===== src/rtl/general_pack.sv =====
// Shared stream-processing types and helpers.
// The truncator state encoding and the beat byte-count rule live here.
package general_pack;

  typedef enum logic [1:0] {
    BETWEEN_MSG = 2'd0,
    IN_MSG      = 2'd1,
    DROP        = 2'd2
  } msg_trunc_sm_t;

  // Bytes carried by one beat: full width unless it is the eop beat.
  function automatic int unsigned bytes_of_beat(input logic eop,
                                                input int unsigned empty,
                                                input int unsigned beat_width);
    return eop ? (beat_width - empty) : beat_width;
  endfunction

endpackage


===== src/rtl/avalon_st_if.sv =====
// Avalon-ST bundle: data/empty/sop/eop with valid-rdy handshake.
// Combinational wiring only; no latency, no storage.
interface avalon_st_if #(
  parameter int unsigned DATA_WIDTH_IN_BYTES = 16
) ();
  localparam int EW = $clog2(DATA_WIDTH_IN_BYTES);

  logic [DATA_WIDTH_IN_BYTES*8-1:0] data;
  logic [EW-1:0]                    empty;
  logic                             sop;
  logic                             eop;
  logic                             valid;
  logic                             rdy;

  modport master (output data, empty, sop, eop, valid, input rdy);
  modport slave  (input data, empty, sop, eop, valid, output rdy);
endinterface


===== src/rtl/byte_lane_mask.sv =====
// Per-byte keep mask: lane i is kept when i < valid_bytes.
// Purely combinational, zero latency, no flow control.
module byte_lane_mask #(
  parameter int unsigned DATA_WIDTH_IN_BYTES = 16
) (
  input  logic [$clog2(DATA_WIDTH_IN_BYTES+1)-1:0] valid_bytes,
  output logic [DATA_WIDTH_IN_BYTES-1:0]           keep
);
  for (genvar i = 0; i < DATA_WIDTH_IN_BYTES; i++) begin : g_lane
    assign keep[i] = (32'(valid_bytes) > 32'(i));
  end
endmodule


===== src/rtl/avalon_msg_truncator.sv =====
// Cuts each message at MAX_MSG_BYTES: forced eop, recomputed empty, zeroed tail lanes, rest dropped.
// Zero-latency data path; in rdy follows out rdy except while discarding, where it is held high.
module avalon_msg_truncator
  import general_pack::*;
#(
  parameter int unsigned DATA_WIDTH_IN_BYTES = 16,
  parameter int unsigned MAX_MSG_BYTES       = 1024
) (
  input  logic        clk,
  input  logic        rst,
  avalon_st_if.slave  in_msg,
  avalon_st_if.master out_msg,
  output logic        truncated,
  output logic [15:0] trunc_count
);
  localparam int unsigned W  = DATA_WIDTH_IN_BYTES;
  localparam int          CW = $clog2(MAX_MSG_BYTES + 1);
  localparam int          EW = $clog2(W);
  localparam int          BW = $clog2(W + 1);

  msg_trunc_sm_t   state, state_nxt;
  logic [CW-1:0]   byte_cnt, byte_cnt_nxt, cnt_base;
  int unsigned     beat_bytes, remaining;
  logic            trunc_hit, pass_state, trunc_xfer;
  logic [BW-1:0]   valid_bytes;
  logic [W-1:0]    keep;
  logic [W*8-1:0]  lane_mask;

  // A sop beat accepted in BETWEEN_MSG starts counting from zero.
  always_comb begin
    cnt_base    = (state == BETWEEN_MSG) ? '0 : byte_cnt;
    beat_bytes  = bytes_of_beat(in_msg.eop, 32'(in_msg.empty), W);
    remaining   = MAX_MSG_BYTES - 32'(cnt_base);
    trunc_hit   = (beat_bytes > remaining) || ((beat_bytes == remaining) && !in_msg.eop);
    valid_bytes = trunc_hit ? BW'(remaining) : BW'(W);
  end

  byte_lane_mask #(.DATA_WIDTH_IN_BYTES(W)) u_lane_mask (
    .valid_bytes (valid_bytes),
    .keep        (keep)
  );

  for (genvar i = 0; i < int'(W); i++) begin : g_expand
    assign lane_mask[i*8 +: 8] = {8{keep[i]}};
  end

  always_comb begin
    pass_state    = 1'b0;
    trunc_xfer    = 1'b0;
    state_nxt     = state;
    byte_cnt_nxt  = byte_cnt;
    out_msg.valid = 1'b0;
    in_msg.rdy    = 1'b0;
    out_msg.data  = in_msg.data;
    out_msg.sop   = in_msg.sop;
    out_msg.eop   = in_msg.eop;
    out_msg.empty = in_msg.eop ? in_msg.empty : '0;

    if (!rst) begin
      unique case (state)
        BETWEEN_MSG: begin
          if (in_msg.sop) pass_state = 1'b1;
          else            in_msg.rdy = 1'b1;
        end
        IN_MSG: begin
          pass_state  = 1'b1;
          out_msg.sop = 1'b0;
        end
        DROP: begin
          in_msg.rdy = 1'b1;
          if (in_msg.valid && in_msg.eop) state_nxt = BETWEEN_MSG;
        end
        default: state_nxt = BETWEEN_MSG;
      endcase

      if (pass_state) begin
        out_msg.valid = in_msg.valid;
        in_msg.rdy    = out_msg.rdy;
        if (trunc_hit) begin
          out_msg.eop   = 1'b1;
          out_msg.empty = EW'(W - remaining);
          out_msg.data  = in_msg.data & lane_mask;
        end
        if (in_msg.valid && out_msg.rdy) begin
          if (trunc_hit) begin
            // A cut on the sop beat leaves the tail to be discarded as sop-less beats.
            trunc_xfer   = 1'b1;
            byte_cnt_nxt = '0;
            state_nxt    = (in_msg.eop || state == BETWEEN_MSG) ? BETWEEN_MSG : DROP;
          end else if (in_msg.eop) begin
            byte_cnt_nxt = '0;
            state_nxt    = BETWEEN_MSG;
          end else begin
            byte_cnt_nxt = CW'(32'(cnt_base) + beat_bytes);
            state_nxt    = IN_MSG;
          end
        end
      end
    end
  end

  always_ff @(posedge clk) begin
    if (rst) begin
      state       <= BETWEEN_MSG;
      byte_cnt    <= '0;
      truncated   <= 1'b0;
      trunc_count <= '0;
    end else begin
      state     <= state_nxt;
      byte_cnt  <= byte_cnt_nxt;
      truncated <= trunc_xfer;
      if (trunc_xfer && trunc_count != 16'hFFFF) trunc_count <= trunc_count + 16'd1;
    end
  end
endmodule


===== src/flat_wrapper.sv =====
// flat-port wrapper written by rule: the top's interface ports become plain ports
module avalon_msg_truncator_flat import general_pack::*;
#(
  parameter int unsigned DATA_WIDTH_IN_BYTES = 16,
  parameter int unsigned MAX_MSG_BYTES       = 1024
)
  (clk, rst, truncated, trunc_count, in_msg_data, in_msg_empty, in_msg_sop, in_msg_eop, in_msg_valid, in_msg_rdy, out_msg_data, out_msg_empty, out_msg_sop, out_msg_eop, out_msg_valid, out_msg_rdy);
  avalon_st_if #(.DATA_WIDTH_IN_BYTES(DATA_WIDTH_IN_BYTES)) in_msg_i ();
  avalon_st_if #(.DATA_WIDTH_IN_BYTES(DATA_WIDTH_IN_BYTES)) out_msg_i ();
  input  logic clk;
  input  logic rst;
  output logic truncated;
  output logic [15:0] trunc_count;
  input wire logic [$bits(in_msg_i.data)-1:0] in_msg_data;
  input wire logic [$bits(in_msg_i.empty)-1:0] in_msg_empty;
  input wire logic [$bits(in_msg_i.sop)-1:0] in_msg_sop;
  input wire logic [$bits(in_msg_i.eop)-1:0] in_msg_eop;
  input wire logic [$bits(in_msg_i.valid)-1:0] in_msg_valid;
  output wire logic [$bits(in_msg_i.rdy)-1:0] in_msg_rdy;
  output wire logic [$bits(out_msg_i.data)-1:0] out_msg_data;
  output wire logic [$bits(out_msg_i.empty)-1:0] out_msg_empty;
  output wire logic [$bits(out_msg_i.sop)-1:0] out_msg_sop;
  output wire logic [$bits(out_msg_i.eop)-1:0] out_msg_eop;
  output wire logic [$bits(out_msg_i.valid)-1:0] out_msg_valid;
  input wire logic [$bits(out_msg_i.rdy)-1:0] out_msg_rdy;
  assign in_msg_i.data = in_msg_data;
  assign in_msg_i.empty = in_msg_empty;
  assign in_msg_i.sop = in_msg_sop;
  assign in_msg_i.eop = in_msg_eop;
  assign in_msg_i.valid = in_msg_valid;
  assign in_msg_rdy = in_msg_i.rdy;
  assign out_msg_data = out_msg_i.data;
  assign out_msg_empty = out_msg_i.empty;
  assign out_msg_sop = out_msg_i.sop;
  assign out_msg_eop = out_msg_i.eop;
  assign out_msg_valid = out_msg_i.valid;
  assign out_msg_i.rdy = out_msg_rdy;
  avalon_msg_truncator #(.DATA_WIDTH_IN_BYTES(DATA_WIDTH_IN_BYTES), .MAX_MSG_BYTES(MAX_MSG_BYTES)) u_core (.clk(clk), .rst(rst), .in_msg(in_msg_i), .out_msg(out_msg_i), .truncated(truncated), .trunc_count(trunc_count));
endmodule

===== config.mk =====
export PLATFORM = sky130hd
export DESIGN_NAME = avalon_msg_truncator_flat
export DESIGN_NICKNAME = d
export VERILOG_FILES = /design/src/rtl/general_pack.sv /design/src/rtl/avalon_st_if.sv /design/src/rtl/byte_lane_mask.sv /design/src/rtl/avalon_msg_truncator.sv /design/src/flat_wrapper.sv
export SDC_FILE = /design/constraint.sdc
export NUM_CORES = 1
export LEC_CHECK = 0
export CORE_MARGIN = 8
export CORE_UTILIZATION = 36
export DETAILED_ROUTE_END_ITERATION = 10
export PLACE_DENSITY_LB_ADDON = 0.25
export SYNTH_ARGS = -nofsm -noshare
export SYNTH_HDL_FRONTEND = slang
export SYNTH_SLANG_ARGS = --single-unit

===== constraint.sdc =====
create_clock -name clk -period 5.2 [get_ports clk]
set_clock_uncertainty 0.05 [all_clocks]
set_input_delay 0.78 -clock clk [delete_from_list [all_inputs] [get_ports clk]]
set_output_delay 0.78 -clock clk [all_outputs]
set_load 0.05 [all_outputs]

==> impl_metrics.toml <==
[status]
status = "completed"

[hold_path]
hold_path_class = "reg -> reg"

[floorplan]
initial_core_util_pct = 37.2
ioPinCount = 291
die-area_um2 = 13000
core_area_um2 = 9280
std_cell_rows = 35
die_h_um = 114
fp.dieW_um = 114

[drt]
drc = 0
wl_per_cell_um = 22.0
vias = 4749
drt_iter0_markers = 363
via_per_inst = 5.35
ant_nets = 0
drt_first_pass_iters = 5
drt-total-wl_um = 19500

[critical_path]
required_ns = 4.37
worstPathArrival_ns = 3.99
startpoint_type = "input pin"
path_max_fanout = 14
endpoint_kind = "output port"
critical_path_class = "in -> out"

[finish]
antenna_cells = 0
drive_gt1_share_pct = 22.6
multiInputGateArea_um2 = 2660
syn2layout_area_growth_pct = 108
final_nets = 907
fillers = 641
fin_util_pct = 77.2
seqCellArea_um2 = 601

[placed_design]
portBuffers = 290
dp_hpwl_um = 16600
place_congestion = 0.963

[cts]
clk_latency_ns = 0.28
cts_repair_resize_count = 0
cts_buffers = 5
cts_setup_buffers = 0
clk_path_buf_depth = 2
cts_tree = "done"
cts_root_buf = "clkbuf_8"
htree_levels = 2
cts_hold_buf = 0
path_clk_slew_ns = 0.05
cts_sinks = 30

[sta]
rsz0062_at_grt = "no"
relSlewSlack_pct = 47.0
fin_tns_setup_ns = 0
post-route-period-util_pct = 92.7
setup_viol_count_final = 0
finalHoldViolCount = 0
period_needed_ns = 4.82
slew_viol_final = 0
tightestPinTransition_ns = 0.793
fmax_mhz = 207

[power_and_ir_drop]
power_density_nw_per_um2 = 141
peakVddDrop_mv = 0.157
p_leak_uw = 0.00285

[synthesis]
synth_area_leader_cell = "dfxtp_1"
yosysMostFrequentCell = "nor2b_1"
yosysSeqAreaShare_pct = 17.4
synth_area_um2 = 3450
synth-async-reset-ratio_pct = 0
syn_nets = 626
synth_area_leaders = "dfxtp_1 (17%), nor2b_1 (16%), and2_1 (8.2%)"
ys_ff_latch = 30
synth_enable_flop_cells = 0
ys_types = 69
synth_commonest_cells = "nor2b_1 (89), and2_1 (45), dfxtp_1 (30), nand2_1 (30), nor2_1 (30)"
postSynthCellCount = 478
ys.flop_type = "dfxtp_1"
avgSynthCellArea_um2 = 7.22
yosysWarnings = 0
synth_top_area_share_pct = 17.4

[global_route]
grt_usage_pct = 28.6
grt_pass1_vias = 4670
grt_max_degree = 35
grt_first_pass_wirelength_um = 28800
overflow = 0
antenna_found_initial = 0

[flow_run]
cap_violations = 0
cell type report:
type	instances	share of cell area (%)
well taps	129	2.25
inverters	18	0.943
multi-input cells	404	37.1
repair buffers	300	50.2
flip-flops and latches	30	8.38
clock buffers	6	1.15
placed cells by master (no fill, tap or decap), types with 2 or more instances in the layout:
| master | netlist | layout |
|---|---|---|
| a211o_1 | 2 | 2 |
| a21boi_0 | 9 | 9 |
| a21o_1 | 3 | 3 |
| a21oi_1 | 19 | 19 |
| a22o_1 | 2 | 2 |
| a31o_2 | 2 | 2 |
| a31oi_1 | 4 | 4 |
| and2_1 | 45 | 45 |
| and3_1 | 6 | 6 |
| buf_12 | 0 | 76 |
| buf_4 | 3 | 67 |
| clkbuf_8 | 0 | 6 |
| clkdlybuf4s50_1 | 0 | 157 |
| dfxtp_1 | 30 | 30 |
| ha_1 | 9 | 9 |
| inv_1 | 18 | 18 |
| mux2_1 | 7 | 7 |
| mux2i_1 | 2 | 2 |
| nand2_1 | 30 | 30 |
| nand2b_1 | 7 | 7 |
| nand3_1 | 12 | 12 |
| nand3b_1 | 2 | 2 |
| nand4_1 | 17 | 17 |
| nor2_1 | 30 | 30 |
| nor2b_1 | 89 | 89 |
| nor3_1 | 12 | 12 |
| nor3_2 | 4 | 4 |
| nor4_1 | 11 | 11 |
| nor4_2 | 2 | 2 |
| o2111ai_1 | 2 | 2 |
| o211ai_1 | 3 | 3 |
| o21a_1 | 4 | 4 |
| o21ai_0 | 17 | 17 |
| o31ai_1 | 6 | 6 |
| or3_1 | 4 | 4 |
| or3b_2 | 2 | 2 |
| or4_1 | 7 | 7 |
| xnor2_1 | 4 | 4 |
per-layer routing:
layer  global-route usage (%)  wire length (um)  vias to the layer above
met5                        0                 0                        -
met4                     6.57               456                        0
met1                     30.9              7020                     2182
li1                         -                 -                     2248
met3                     10.6              2230                       40
met2                     51.7              9780                      279
registers in the layout, summed over array words and instances, names as in the netlist:
name,cells
u_core.byte_cnt,11
u_core.truncated,1
u_core.state,2
u_core.trunc_count,16
worst max-delay path: stages:
cell	delay, ns
clkdlybuf4s50_1	0.57
inv_1	0.07
ha_1	0.20
nand2b_1	0.09
o21ai_0	0.13
ha_1	0.34
o21a_1	0.13
o21ai_0	0.09
a21o_1	0.20
or4_4	0.45
nor2_2	0.42
a21boi_0	0.29
buf_12	0.22
cells by family (layout without fill, tap and decap cells):
logic type | Yosys count | count (layout) | synth area share [%]
simple gates | 289 | 289 | 49.4
compound gates | 91 | 91 | 19.6
buf+inv | 44 | 324 | 5.58
flops | 30 | 30 | 17.4
fa+ha+maj | 10 | 10 | 3.84
mux | 9 | 9 | 2.86
xor+xnor | 5 | 5 | 1.27
per-stage QoR:
| stage | hold slack, ns | area, um^2 | power [uW] | setup slack, ns | instances |
|---|---|---|---|---|---|
| after global routing | 0.489 | 7170 | 1040 | 0.0625 | 887 |
| after detailed placement | 0.451 | 7080 | 831 | 0.374 | 881 |
| after CTS | 0.463 | 7170 | 1010 | 0.365 | 887 |
| after global placement | 0.435 | 7080 | 827 | 0.492 | 881 |
| final | 0.459 | 7170 | 1010 | 0.379 | 887 |
| after floorplan | 0.422 | 3450 | 520 | 0.455 | 478 |
power breakdown:
group / switching, uW / internal, uW
combinational: 320 / 274
clock: 83.3 / 102
sequential: 2.13 / 231
path summary, 6_finish.rpt:
check | from | to | slack [ns] | depth (start not counted)
worst max-delay path | in_msg_empty[0] | out_msg_data[44] | 0.38 | 13
worst min-delay path | u_core.byte_cnt[7]$_SDFFE_PP0P_ | u_core.byte_cnt[7]$_SDFFE_PP0P_ | 0.46 | 2
worst max register to register | u_core.byte_cnt[0]$_SDFFE_PP0P_ | u_core.trunc_count[9]$_SDFFE_PP0P_ | 1.24 | 12
worst min register to register | u_core.byte_cnt[7]$_SDFFE_PP0P_ | u_core.byte_cnt[7]$_SDFFE_PP0P_ | 0.46 | 2
Power figures use the tool's default switching activity.
